### src/rtl/eth_udp_pkt_tx_framer.sv
// eth_udp_pkt_tx_framer: builds Ethernet/IPv4/UDP frames for one egress flow
// and streams header, payload and padding into the Gbit MAC Tx FIFO port.
module eth_udp_pkt_tx_framer #(
  parameter logic [47:0] P_SRC_MAC     = 48'h0200_0000_0001,
  parameter logic [47:0] P_DST_MAC     = 48'hFFFF_FFFF_FFFF,
  parameter logic [31:0] P_SRC_IP      = 32'hC0A8_0102,
  parameter logic [31:0] P_DST_IP      = 32'hC0A8_0101,
  parameter logic [15:0] P_SRC_PORT    = 16'd50000,
  parameter logic [15:0] P_DST_PORT    = 16'd50000,
  parameter logic [7:0]  P_TTL         = 8'd64,
  parameter int unsigned P_MAX_PAYLOAD = 1472
) (
  input  logic        i_txmac_clk,
  input  logic        i_txmac_arst_n,
  input  logic        i_pkt_start,
  input  logic [15:0] i_pkt_len,
  output logic        o_busy,
  input  logic [7:0]  i_payload_byte,
  input  logic        i_payload_byte_vld,
  input  logic        i_payload_last_byte,
  output logic        o_payload_byte_rd,
  output logic [7:0]  o_tx_fifodata,
  output logic        o_tx_fifoavail,
  output logic        o_tx_fifoeof,
  output logic        o_tx_fifoempty,
  input  logic        i_tx_macread,
  input  logic        i_tx_done,
  input  logic        i_tx_discfrm,
  output logic        o_len_err,
  output logic        o_len_mismatch_err
);

  typedef enum logic [2:0] {
    IDLE, CSUM, HDR, PAYLOAD, PAD, WAIT_DONE
  } state_t;

  state_t state_q, state_d;

  logic [15:0] len_q;
  logic [15:0] id_q;
  logic [15:0] csum_q;
  logic [19:0] sum_q;
  logic [10:0] pos_q;
  logic        zfill_q;
  logic        drain_q;
  logic        done_q;
  logic        len_err_q;
  logic        mism_q;

  logic        avail;
  logic [7:0]  data;
  logic        eof;
  logic        rd;
  logic        len_ok;
  logic [15:0] last_pos;
  logic        at_n;
  logic        big;
  logic        xfer;
  logic        early;
  logic        late;
  logic        drain_pop;
  logic        drain_clr;
  logic        done_any;
  logic [15:0] tot_len;
  logic [15:0] udp_len;
  logic [15:0] word;
  logic [335:0] hdr;
  logic [7:0]  hdr_byte;

  assign len_ok = (i_pkt_len != 16'd0) &&
                  (32'(i_pkt_len) <= P_MAX_PAYLOAD);

  assign tot_len  = len_q + 16'd28;
  assign udp_len  = len_q + 16'd8;
  // pos_q is the frame byte index; payload byte N sits at index N+41
  assign last_pos = len_q + 16'd41;
  assign at_n     = ({5'd0, pos_q} == last_pos);
  assign big      = (len_q >= 16'd18);

  assign xfer      = i_tx_macread & avail;
  assign early     = (state_q == PAYLOAD) & xfer & ~zfill_q &
                     i_payload_last_byte & ~at_n;
  assign late      = (state_q == PAYLOAD) & xfer & ~zfill_q &
                     ~i_payload_last_byte & at_n;
  assign drain_pop = drain_q & i_payload_byte_vld;
  assign drain_clr = ~drain_q | (drain_pop & i_payload_last_byte);
  assign done_any  = i_tx_done | i_tx_discfrm;

  assign hdr = {P_DST_MAC, P_SRC_MAC, 16'h0800,
                8'h45, 8'h00, tot_len, id_q, 16'h4000,
                P_TTL, 8'h11, csum_q, P_SRC_IP, P_DST_IP,
                P_SRC_PORT, P_DST_PORT, udp_len, 16'h0000};

  assign hdr_byte =
    hdr[10'd335 - {1'b0, pos_q[5:0], 3'b000} -: 8];

  always_comb begin
    word = 16'h0000;
    case (pos_q[3:0])
      4'd0:    word = 16'h4500;
      4'd1:    word = tot_len;
      4'd2:    word = id_q;
      4'd3:    word = 16'h4000;
      4'd4:    word = {P_TTL, 8'h11};
      4'd6:    word = P_SRC_IP[31:16];
      4'd7:    word = P_SRC_IP[15:0];
      4'd8:    word = P_DST_IP[31:16];
      4'd9:    word = P_DST_IP[15:0];
      default: word = 16'h0000;
    endcase
  end

  always_ff @(posedge i_txmac_clk or negedge i_txmac_arst_n) begin
    if (!i_txmac_arst_n) state_q <= IDLE;
    else                 state_q <= state_d;
  end

  always_comb begin
    state_d = state_q;
    avail   = 1'b0;
    data    = 8'h00;
    eof     = 1'b0;
    rd      = 1'b0;
    unique case (state_q)
      IDLE: begin
        if (i_pkt_start && len_ok) state_d = CSUM;
      end
      CSUM: begin
        if (pos_q == 11'd11) state_d = HDR;
      end
      HDR: begin
        avail = 1'b1;
        data  = hdr_byte;
        if (i_tx_macread && pos_q == 11'd41) state_d = PAYLOAD;
      end
      PAYLOAD: begin
        avail = zfill_q | i_payload_byte_vld;
        data  = zfill_q ? 8'h00 : i_payload_byte;
        rd    = ~zfill_q & i_tx_macread & i_payload_byte_vld;
        eof   = at_n & big;
        if (i_tx_macread && avail && at_n)
          state_d = big ? WAIT_DONE : PAD;
      end
      PAD: begin
        avail = 1'b1;
        rd    = drain_pop;
        eof   = (pos_q == 11'd59);
        if (i_tx_macread && eof) state_d = WAIT_DONE;
      end
      WAIT_DONE: begin
        rd = drain_pop;
        if ((done_any || done_q) && drain_clr) state_d = IDLE;
      end
      default: state_d = IDLE;
    endcase
  end

  always_ff @(posedge i_txmac_clk or negedge i_txmac_arst_n) begin
    if (!i_txmac_arst_n) begin
      len_q     <= 16'd0;
      id_q      <= 16'd0;
      csum_q    <= 16'd0;
      sum_q     <= 20'd0;
      pos_q     <= 11'd0;
      zfill_q   <= 1'b0;
      drain_q   <= 1'b0;
      done_q    <= 1'b0;
      len_err_q <= 1'b0;
      mism_q    <= 1'b0;
    end else begin
      len_err_q <= (state_q == IDLE) && i_pkt_start && !len_ok;
      mism_q    <= early | late;
      if (drain_pop && i_payload_last_byte) drain_q <= 1'b0;
      case (state_q)
        IDLE: begin
          if (i_pkt_start && len_ok) begin
            len_q   <= i_pkt_len;
            pos_q   <= 11'd0;
            sum_q   <= 20'd0;
            zfill_q <= 1'b0;
            drain_q <= 1'b0;
            done_q  <= 1'b0;
          end
        end
        CSUM: begin
          pos_q <= pos_q + 11'd1;
          if (pos_q < 11'd10) begin
            sum_q <= sum_q + {4'd0, word};
          end else if (pos_q == 11'd10) begin
            sum_q <= {3'd0, {1'b0, sum_q[15:0]} +
                            {13'd0, sum_q[19:16]}};
          end else begin
            csum_q <= ~(sum_q[15:0] + {12'd0, sum_q[19:16]});
            pos_q  <= 11'd0;
          end
        end
        HDR, PAYLOAD, PAD: begin
          if (xfer)  pos_q   <= pos_q + 11'd1;
          if (early) zfill_q <= 1'b1;
          if (late)  drain_q <= 1'b1;
        end
        WAIT_DONE: begin
          // a discarded frame reuses its ID
          if (i_tx_done && !done_q) id_q <= id_q + 16'd1;
          if (done_any) done_q <= 1'b1;
        end
        default: ;
      endcase
    end
  end

  assign o_busy             = (state_q != IDLE);
  assign o_payload_byte_rd  = rd;
  assign o_tx_fifodata      = data;
  assign o_tx_fifoavail     = avail;
  assign o_tx_fifoeof       = eof & avail;
  assign o_tx_fifoempty     = ~avail;
  assign o_len_err          = len_err_q;
  assign o_len_mismatch_err = mism_q;

endmodule

### config.mk
export PLATFORM = sky130hd
export DESIGN_NAME = eth_udp_pkt_tx_framer
export DESIGN_NICKNAME = d
export VERILOG_FILES = /design/src/rtl/eth_udp_pkt_tx_framer.sv
export SDC_FILE = /design/constraint.sdc
export NUM_CORES = 1
export LEC_CHECK = 0
export CORE_MARGIN = 2
export CORE_UTILIZATION = 55
export CTS_CLUSTER_DIAMETER = 120
export DETAILED_ROUTE_END_ITERATION = 7
export PLACE_DENSITY = 0.75
export SYNTH_ARGS = -nofsm -noshare
export SYNTH_HDL_FRONTEND = slang
export SYNTH_SLANG_ARGS = --single-unit
### constraint.sdc
create_clock -name i_txmac_clk -period 6.8 [get_ports i_txmac_clk]
set_clock_uncertainty 0.2 [all_clocks]
set_input_delay 0.68 -clock i_txmac_clk [delete_from_list [all_inputs] [get_ports i_txmac_clk]]
set_output_delay 0.68 -clock i_txmac_clk [all_outputs]
set_load 0.005 [all_outputs]
==> results of run 1 <==
## Yosys cell counts, types with 5 or more instances
| library cell | number | area share, % |
|---|---|---|
| nor2b_1 | 16 | 1.3 |
| o31ai_1 | 11 | 1.1 |
| and2_1 | 6 | 0.50 |
| o2111ai_1 | 6 | 0.70 |
| xnor2_1 | 53 | 6.1 |
| inv_1 | 27 | 1.3 |
| nor4_1 | 13 | 1.1 |
| nand3_1 | 36 | 2.4 |
| nand4_1 | 16 | 1.3 |
| xor2_1 | 29 | 3.4 |
| o21a_1 | 8 | 0.79 |
| a31oi_1 | 15 | 1.2 |
| or3_1 | 6 | 0.50 |
| mux2i_1 | 12 | 1.6 |
| a21o_1 | 7 | 0.70 |
| a22o_1 | 5 | 0.58 |
| ha_1 | 38 | 6.3 |
| nor2_1 | 78 | 3.9 |
| o21ai_0 | 101 | 6.7 |
| mux2_2 | 12 | 1.8 |
| and3_1 | 8 | 0.66 |
| a31o_2 | 5 | 0.58 |
| buf_1 | 6 | 0.30 |
| a21oi_1 | 59 | 3.9 |
| clkbuf_1 | 42 | 2.1 |
| o211ai_1 | 5 | 0.50 |
| nand2b_1 | 14 | 1.2 |
| nor3_1 | 20 | 1.3 |
| dfrtp_1 | 87 | 29 |
| nand2_1 | 116 | 5.8 |
| o22ai_1 | 8 | 0.66 |
| o311ai_0 | 5 | 0.58 |
## final timing paths
kind,from,endpoint,slack [ps],cells after the start
min in group asynchronous,i_txmac_arst_n,id_q[14],520,2
hold / removal,csum_q[7],csum_q[7],290,2
hold reg to reg,csum_q[7],csum_q[7],290,2
max in group asynchronous,i_txmac_arst_n,pos_q[0],4650,3
setup reg to reg,pos_q[1],sum_q[16],1570,15
setup / recovery,pos_q[1],o_tx_fifodata[5],1300,9
## worst reg2reg max path: cells and delay by family, from the launching register on
kind	cells	cell delay, ps
flops	1	940
simple gates	2	180
fa+ha+maj	2	750
buf+inv	2	660
compound gates	9	2380
## power by group through the flow
| stage | Sequential (mW) | Clock, mW | Combinational (mW) |
|---|---|---|---|
| global placement | 0.780 | 0 | 1.46 |
| global route | 0.793 | 0.587 | 1.67 |
| detailed placement | 0.781 | 0 | 1.46 |
| CTS | 0.771 | 0.563 | 1.47 |
| floorplan | 0.682 | 0 | 1.16 |
| finish | 0.779 | 0.557 | 1.51 |
## per-stage QoR
stage | cells | cell area [um^2] | util [%]
2_1_floorplan | 959 | 7560 | -
3_3_place_gp | 1133 | 8070 | 60.4
3_5_place_dp | 1133 | 8070 | 60.4
4_1_cts | 1150 | 8400 | 63.0
5_1_grt | 1150 | 8400 | 63.0
6_report | 1150 | 8400 | 63.0
## final cells by class
cell class	count	area, um^2
multi-input cells	789	5050
fillers	1201	4940
flip-flops and latches	87	2180
repair buffers	53	513
clock buffers	9	225
well taps	176	220
inverters	29	109
clock inverters	7	103
## cell usage in the layout (no fill, tap or decap), drive strengths merged, types with 14 or more instances in the layout
master,Yosys,layout
nand2,117,117
o21ai,102,102
inv,27,30
a21oi,61,61
ha,38,38
nor4,15,15
clkdlybuf4s50,0,45
nor2,78,78
a31oi,15,15
xor2,29,29
nor2b,16,16
dfrtp,87,87
nor3,20,20
nand4,17,17
nand2b,14,14
nand3,37,37
xnor2,53,53
## routing by layer
layer | wire length (um) | part of all wire [%] | global-route usage (%) | up-vias
met2 | 9760 | 43 | 47.1 | 358
met1 | 10500 | 46 | 48.4 | 3490
met3 | 1910 | 8.4 | 4.42 | 50
met5 | 0 | 0 | 0 | -
met4 | 661 | 2.9 | 10.5 | 0
li1 | - | - | - | 3502
## registers in the layout, summed over array words and instances (netlist names)
register            cells
o_len_mismatch_err      1
sum_q                  20
drain_q                 1
done_q                  1
state_q                 3
id_q                   16
csum_q                 16
len_q                  16
zfill_q                 1
o_len_err               1
pos_q                  11
## cell families (layout without fill, tap and decap cells)
group,count (synthesis),in the layout,share of synthesized area (%)
AO/OA/AOI/OAI,286,286,24.0
XOR/XNOR,82,82,9.50
adder cells (fa/ha/maj),40,40,6.82
buffers and inverters,83,98,4.29
flip-flops,87,87,28.8
multiplexers,24,24,3.38
AND/OR/NAND/NOR,357,357,23.2
## timing repair
action	4_1_cts	5_1_grt
hold buffers	1	0
endpoints found under the hold margin	17	0
gates resized for setup	0	0
==> out/metrics.yaml, run 1 <==
cells_and_area:
  areaGrowthSynthToFinish_pct: 11.2
  antennaDiodeCount: 0
  fin_nets: 1041
  drive_gt1_share_pct: 5.65
logic_synthesis:
  yosysSeqAreaShare_pct: 28.8
  synthCells: 959
  ys_async_sr_fraction_pct: 100
  synth_area_um2: 7560
  syn_nets: 1031
  synth-edff-count: 0
  synth_ff_type: "dfrtp_1"
  synth.distinct_cells: 78
  ys_ff_latch: 87
  yosys_warnings: 0
  avgSynthCellArea_um2: 7.88
clock_tree:
  clk-insertion-delay-late_ps: 350
  cts.sinks: 87
  cts.clk_slew.worst_paths_ps: 70
  cts_root_buf: "clkbuf_16"
  cts.path.max_buffers: 2
  htreeDepth: 3
  cts_buffers: 9
  cts_tree: "done"
  cts_setup_buffers: 0
worst_setup_path:
  crit_path_end_kind: "primary output"
  cp_max_fo: 28
  cp_common_cell: "o21ai_0"
  slowest_delay_ps: 940
  critical_path_required_ps: 5920
  slowest_stage: "dfrtp_1"
  cp_top_family: "buffers and inverters"
  cp_cell_sequence: "clkinv_1 -> ha_1 -> xnor2_1 -> nand2_1 -> a21oi_1 -> o21ai_0 -> a31o_2 -> o21ai_0 -> clkdlybuf4s50_1"
  worstPathArrival_ps: 4620
  worst_setup_path_start_kind: "register"
  critPathKind: "register to primary output"
  cp.buffers_inverters: 2
power_and_ir_drop:
  power_density_nw_per_um2: 338
  ir_drop_mv: 0.199
  share_comb_of_total_power_pct: 53.0
  internal_power_mw: 1.50
  power_leakage_nw: 3.47
  power.total_mw: 2.84
  pwr-share-clk_pct: 19.6
  pwr-share-seq_pct: 27.4
  sw_frac_of_total_pct: 47.2
  power.net_switching_mw: 1.34
routing:
  totalWireLength_um: 22800
  drtIter0Drc: 913
  drtAntennaViolNets: 0
  viasPerCell: 6.43
  avgRoutedWirePerCell_um: 19.8
  post-route-drc-count: 0
  drtPass1Iterations: 6
  vias: 7400
grt:
  grt_pass1_vias: 6690
  antenna_found_initial: 0
  grt_pass1_wl_um: 36700
  globalRouteOverflowTotal: 0
  grt_start_max_net_pins: 71
  grt_usage_pct: 32.0
floorplanning:
  start_util_pct: 56.6
  io_pins: 47
  die_y_um: 121
  rows: 42
  fp.dieW_um: 121
  die_area_um2: 14700
  core_area_um2: 13300
place:
  dp.final_hpwl_um: 16900
  gp_routability_congestion: 0.980
  portBuffers: 46
  pre_cts_ws_ps: 1750
flow_run:
  drv_cap: 0
timing:
  setup_slack_ps: 1300
  finalSetupViolCount: 0
  max_slew.worst_pin.slew_ps: 1030
  slew_violations: 0
  hold_viol: 0
  rsz0062_at_grt: "false"
  setup_tns_ps: 0
  max_slew_margin_pct: 31.0
  period_minus_slack_ps: 5500
  min_period_over_period_pct: 80.9
  fmax_mhz: 182
  whs_ps: 292
min_path:
  hp-class: "register to register"
outcome:
  outcome: "complete, no violations"
No activity file was read; power rests on OpenSTA's default activity.
==> run 2, diff against run 1 <==
Clock period 6.8 ns to 5.63 ns, I/O delays scaled along.
==> run 2 against run 1 <==
  * Flip-flop and latch count unchanged
  * Register-to-register slack worse by 540 ps
  * Global-route usage down 0.76 points
  * Sequential power up 15%
  * Die area unchanged
  * Sequential share of layout area down 0.058 points
  * Via count down 0.58%
  * Routed wire length down 1.6%
  * First-iteration DRC count down 0.55%
  * Non-clock buffer count up 7
==> out/metrics.yaml, run 2 (same netlist as run 1, synthesis figures left out) <==
outcome:
  outcome: "complete, no violations"
grt:
  antenna_found_initial: 0  # unchanged
  globalRouteOverflowTotal: 0  # unchanged
  grt_pass1_wl_um: 35800  # -2.3%
  grt_start_max_net_pins: 52  # -27%
  grt_usage_pct: 31.3  # -0.76 points
  grt_pass1_vias: 6563  # -1.9%
worst_setup_path:
  startpoint: "len_q[3]"
  worst_setup_path_start_kind: "register"
  r2r_start: "len_q[2]"
  critical_path_required_ps: 4870  # -1050 ps
  worstPathArrival_ps: 4130  # -490 ps
  crit_path_end_kind: "primary output"
  cp_max_fo: 8  # -71%
  critPathKind: "register to primary output"
routing:
  avgRoutedWirePerCell_um: 19.4  # -2.2%
  totalWireLength_um: 22400  # -1.6%
  drtPass1Iterations: 6  # unchanged
  viasPerCell: 6.36  # -1.2%
  vias: 7357  # -0.58%
  drtIter0Drc: 908  # -0.55%
  post-route-drc-count: 0  # unchanged
  drtAntennaViolNets: 0  # unchanged
clock_tree:
  cts_buffers: 9  # unchanged
  cts_hold_buf: 0  # -1
  cts_setup_buffers: 0  # unchanged
  cts.clk_slew.worst_paths_ps: 70  # about the same
  cts.path.max_buffers: 2  # unchanged
  cts_root_buf: "clkbuf_16"
  htreeDepth: 3  # unchanged
  cts.sinks: 87  # unchanged
  clk-insertion-delay-late_ps: 350  # about the same
  cts_tree: "done"
  cts_resized: 0  # unchanged
power_and_ir_drop:
  power_leakage_nw: 3.49  # +0.42%
  ir_drop_mv: 0.232  # +17%
  power_density_nw_per_um2: 403  # +19%
timing:
  fmax_mhz: 204
  min_period_over_period_pct: 87.0
  max_slew_margin_pct: 36.4  # +5.4 points
  setup_tns_ps: 0  # unchanged
  max_slew.worst_pin.slew_ps: 954  # -74.3 ps
  hold_viol: 0  # unchanged
  finalSetupViolCount: 0  # unchanged
  rsz0062_at_grt: "false"
  slew_violations: 0  # unchanged
  period_minus_slack_ps: 4900
cells_and_area:
  mostFrequentLayoutCell: "nand2_1"
  antennaDiodeCount: 0  # unchanged
  areaGrowthSynthToFinish_pct: 11.5
  regMostFlops: "sum_q"
  fin_area_um2: 8420  # +0.22%
  finalCoreUtilization_pct: 63.1  # +0.14 points
  fill_cells: 1233  # +2.7%
  final_cell_mix: "nand2_1, o21ai_0, dfrtp_1"
  largest_reg_flops: 20  # unchanged
  drive_gt1_share_pct: 6.32  # +0.67 points
  fin_nets: 1048  # +0.67%
floorplanning:
  io_pins: 47  # unchanged
  die_area_um2: 14700  # unchanged
  die_y_um: 121  # unchanged
  core_area_um2: 13300  # unchanged
  fp.dieW_um: 121  # unchanged
  rows: 42  # unchanged
  start_util_pct: 56.6  # unchanged
flow_run:
  drv_cap: 0  # unchanged
place:
  gp_routability_congestion: 1.04  # +6.3%
  placed_cell_area_um2: 8130  # +0.74%
  portBuffers: 46  # unchanged
  dp.final_hpwl_um: 17000  # +0.64%
min_path:
  hp-class: "input pin to async pin"
run 2: cell types whose count changed in the layout (fill, tap and decap cells not counted):
cell           before  now
buf_4               7   15
clkinvlp_4          0    2
bufinv_16           2    1
clkbuf_1            0    1
clkinv_4            1    0
dlygate4sd3_1       1    0
inv_8               1    0
run 2: path summary, 6_finish.rpt:
path | to | cells past startpoint | slack [ps]
min reg2reg | csum_q[3] | 2 | 290
max reg2reg | sum_q[17] | 15 | 1030
min | id_q[12] | 1 | 60
max | o_tx_fifoeof | 11 | 730
max in group asynchronous | pos_q[0] | 2 | 4180
min in group i_txmac_clk | csum_q[3] | 2 | 290
run 2: worst max-delay path: stages (launching register included):
cell,delay [ps]
dfrtp_1,490
inv_1,240
ha_1,230
nand3_2,100
nand2_2,170
or4b_1,470
o211ai_1,120
o2111ai_1,210
nand4b_1,250
or4b_1,620
o41ai_2,320
clkdlybuf4s50_1,550
run 2: cell type report:
cell class	instances	area (um^2)	share of cell area, %
clock buffer	10	229	2.72
clock inverter	6	67.6	0.802
inverter	29	109	1.29
multi-input combinational	789	5050	60.0
sequential	87	2180	25.9
tap	176	220	2.61
timing repair buffer	60	563	6.69
run 2: power by group:
group | leakage [nW] | internal [mW] | total (mW) | switching (mW)
Clock | 0.139 | 0.347 | 0.625 | 0.278
Sequential | 1.11 | 0.712 | 0.899 | 0.187
Combinational | 2.24 | 0.727 | 1.87 | 1.15
Total | 3.49 | 1.79 | 3.40 | 1.61
run 2: stage by stage:
step / instances / setup WS [ps] / power (mW) / hold slack, ps
2_1_floorplan: 959 / 1250 / 2.23 / 67.4
3_3_place_gp: 1141 / 1090 / 2.71 / 263
3_5_place_dp: 1141 / 1080 / 2.72 / 276
4_1_cts: 1157 / 740 / 3.35 / 75.3
6_report: 1157 / 734 / 3.40 / 55.7
5_1_grt: 1157 / 522 / 3.63 / 114
run 2: routing by layer:
metal  share of wire, %  track usage [%]
met4                2.2             8.98
met1                 46             47.7
met5                  0                0
met3                8.9             5.78
met2                 42             44.9
==> run 3, diff against run 2 <==
Settings changed: CTS_BUF_LIST set to sky130_fd_sc_hd__clkbuf_4.
==> run 3 against run 2 <==
  * Total power decreased by 7.1%
  * Hold slack improved by 250 ps
  * Sequential share of layout area rose by 0.45 points
  * Combinational power about the same
  * Setup slack got worse by 170 ps
==> out/metrics.yaml, run 3 (same netlist as run 1, synthesis figures left out) <==
power_and_ir_drop:
  power_leakage_nw: 3.43  # -1.8%
  ir_drop_mv: 0.223  # -3.7%
  power_density_nw_per_um2: 381  # -5.5%
  power.total_mw: 3.16  # -7.1%
timing:
  min_period_over_period_pct: 90.0  # +3.0 points
  max_slew.worst_pin.slew_ps: 967  # +13.6 ps
  finalSetupViolCount: 0  # unchanged
  fmax_mhz: 197  # -3.4%
  hold_viol: 0  # unchanged
  setup_tns_ps: 0  # unchanged
  period_minus_slack_ps: 5070  # +171 ps
  rsz0062_at_grt: "false"
  whs_ps: 303  # +248 ps
  setup_slack_ps: 563  # -171 ps
  max_slew_margin_pct: 35.5  # -0.90 points
  slew_violations: 0  # unchanged
floorplanning:
  fp.dieW_um: 121  # unchanged
  die_y_um: 121  # unchanged
  core_area_um2: 13300  # unchanged
  rows: 42  # unchanged
  start_util_pct: 56.6  # unchanged
  die_area_um2: 14700  # unchanged
  io_pins: 47  # unchanged
cells_and_area:
  areaGrowthSynthToFinish_pct: 9.55
  instances_no_fill: 1158  # +0.086%
  drive_gt1_share_pct: 6.42  # +0.095 points
  antennaDiodeCount: 0  # unchanged
  regMostFlops: "sum_q"
  final_cell_mix: "nand2_1, o21ai_0, dfrtp_1"
  fin_nets: 1049  # +0.095%
  fill_cells: 1258  # +2.0%
  largest_reg_flops: 20  # unchanged
  mostFrequentLayoutCell: "nand2_1"
place:
  dp.final_hpwl_um: 17000  # unchanged
  pre_cts_ws_ps: 1080  # unchanged
  gp_routability_congestion: 1.04  # unchanged
  post-place-cells: 1141  # unchanged
  portBuffers: 46  # unchanged
worst_setup_path:
  cp_common_cell: "or4b_1"
  cp_cell_sequence: "inv_1 -> ha_1 -> nand3_2 -> nand2_2 -> or4b_1 -> o211ai_1 -> o2111ai_1 -> nand4b_1 -> or4b_1 -> o41ai_2 -> clkdlybuf4s50_1"
  crit_path_end_kind: "primary output"
  critPathKind: "register to primary output"
  critical_path_required_ps: 4870  # about the same
  worst_setup_path_start_kind: "register"
  slowest_stage: "or4b_1"
  cp_max_fo: 8  # unchanged
  slowest_delay_ps: 610  # about the same
  worstPathArrival_ps: 4300  # +170 ps
routing:
  post-route-drc-count: 0  # unchanged
  totalWireLength_um: 22400  # -0.15%
  drtIter0Drc: 970  # +6.8%
  vias: 7377  # +0.27%
  drtAntennaViolNets: 0  # unchanged
  avgRoutedWirePerCell_um: 19.3  # -0.24%
  viasPerCell: 6.37  # +0.19%
  drtPass1Iterations: 5  # -1
grt:
  grt_start_max_net_pins: 52  # unchanged
  grt_pass1_wl_um: 35600  # -0.58%
  grt_pass1_vias: 6541  # -0.34%
  antenna_found_initial: 0  # unchanged
  globalRouteOverflowTotal: 0  # unchanged
  grt_usage_pct: 31.0  # -0.25 points
clock_tree:
  cts_setup_buffers: 0  # unchanged
  cts_root_buf: "clkbuf_4"
  cts.sinks: 87  # unchanged
  cts.clk_slew.worst_paths_ps: 160  # +90 ps
  cts.path.max_buffers: 2  # unchanged
  cts_buffers: 9  # unchanged
  cts_tree: "done"
  htreeDepth: 3  # unchanged
  clk-insertion-delay-late_ps: 490  # +140 ps
outcome:
  outcome: "complete, no violations"
min_path:
  hp-class: "register to register"
flow_run:
  drv_cap: 0  # unchanged
## run 3: cell count changes in the layout (fill, tap and decap cells not counted)
cell / change
dlygate4sd3_1: +1
clkbuf_4: +10
clkbuf_1: -1
clkbuf_16: -9
## run 3: power breakdown
group	switching, mW	leakage [nW]	internal (mW)
logic	1.14	2.24	0.727
registers	0.185	1.11	0.711
clock network	0.249	0.0734	0.143
## run 3: repair_timing
| action | in CTS | in global routing |
|---|---|---|
| hold buffers | 1 | 0 |
| gates resized for setup | 0 | 0 |
| hold endpoints to repair | 50 | 0 |
## run 3: final cells by class
type / count / area [um^2] / share of cell area, %
timing repair buffer: 61 / 573 / 6.92
clock buffer: 10 / 75.1 / 0.907
tap: 176 / 220 / 2.66
multi-input combinational: 789 / 5050 / 61.1
sequential: 87 / 2180 / 26.3
inverter: 29 / 109 / 1.31
clock inverter: 6 / 67.6 / 0.816
## run 3: stage by stage
| stage | cell area [um^2] | util, % |
|---|---|---|
| 2_1_floorplan | 7560 | - |
| 3_3_place_gp | 8130 | 60.9 |
| 3_5_place_dp | 8130 | 60.9 |
| 4_1_cts | 8280 | 62.0 |
| 5_1_grt | 8280 | 62.0 |
| 6_report | 8280 | 62.0 |
## run 3: per-layer routing
layer  GRT usage, %  wire [um]
met2           44.4       9510
met1           47.6      10500
met3           5.45       1810
met4           9.05        532
met5              0          0
## run 3: worst paths after layout
kind | slack [ps] | depth (start not counted) | end | start
worst max-delay path | 560 | 11 | o_tx_fifoeof | len_q[3]
worst min-delay path | 300 | 2 | csum_q[3] | csum_q[3]
worst max register to register | 950 | 15 | sum_q[17] | len_q[2]
worst min register to register | 300 | 2 | csum_q[3] | csum_q[3]
max in group asynchronous | 3770 | 3 | pos_q[0] | i_txmac_arst_n
min in group asynchronous | 460 | 2 | id_q[12] | i_txmac_arst_n
## run 3: worst max-delay path: cells and delay by family, from the launching register on
kind / cells / cell delay [ps]
fa+ha+maj: 1 / 230
buf+inv: 2 / 790
flops: 1 / 520
compound gates: 3 / 660
simple gates: 5 / 1610
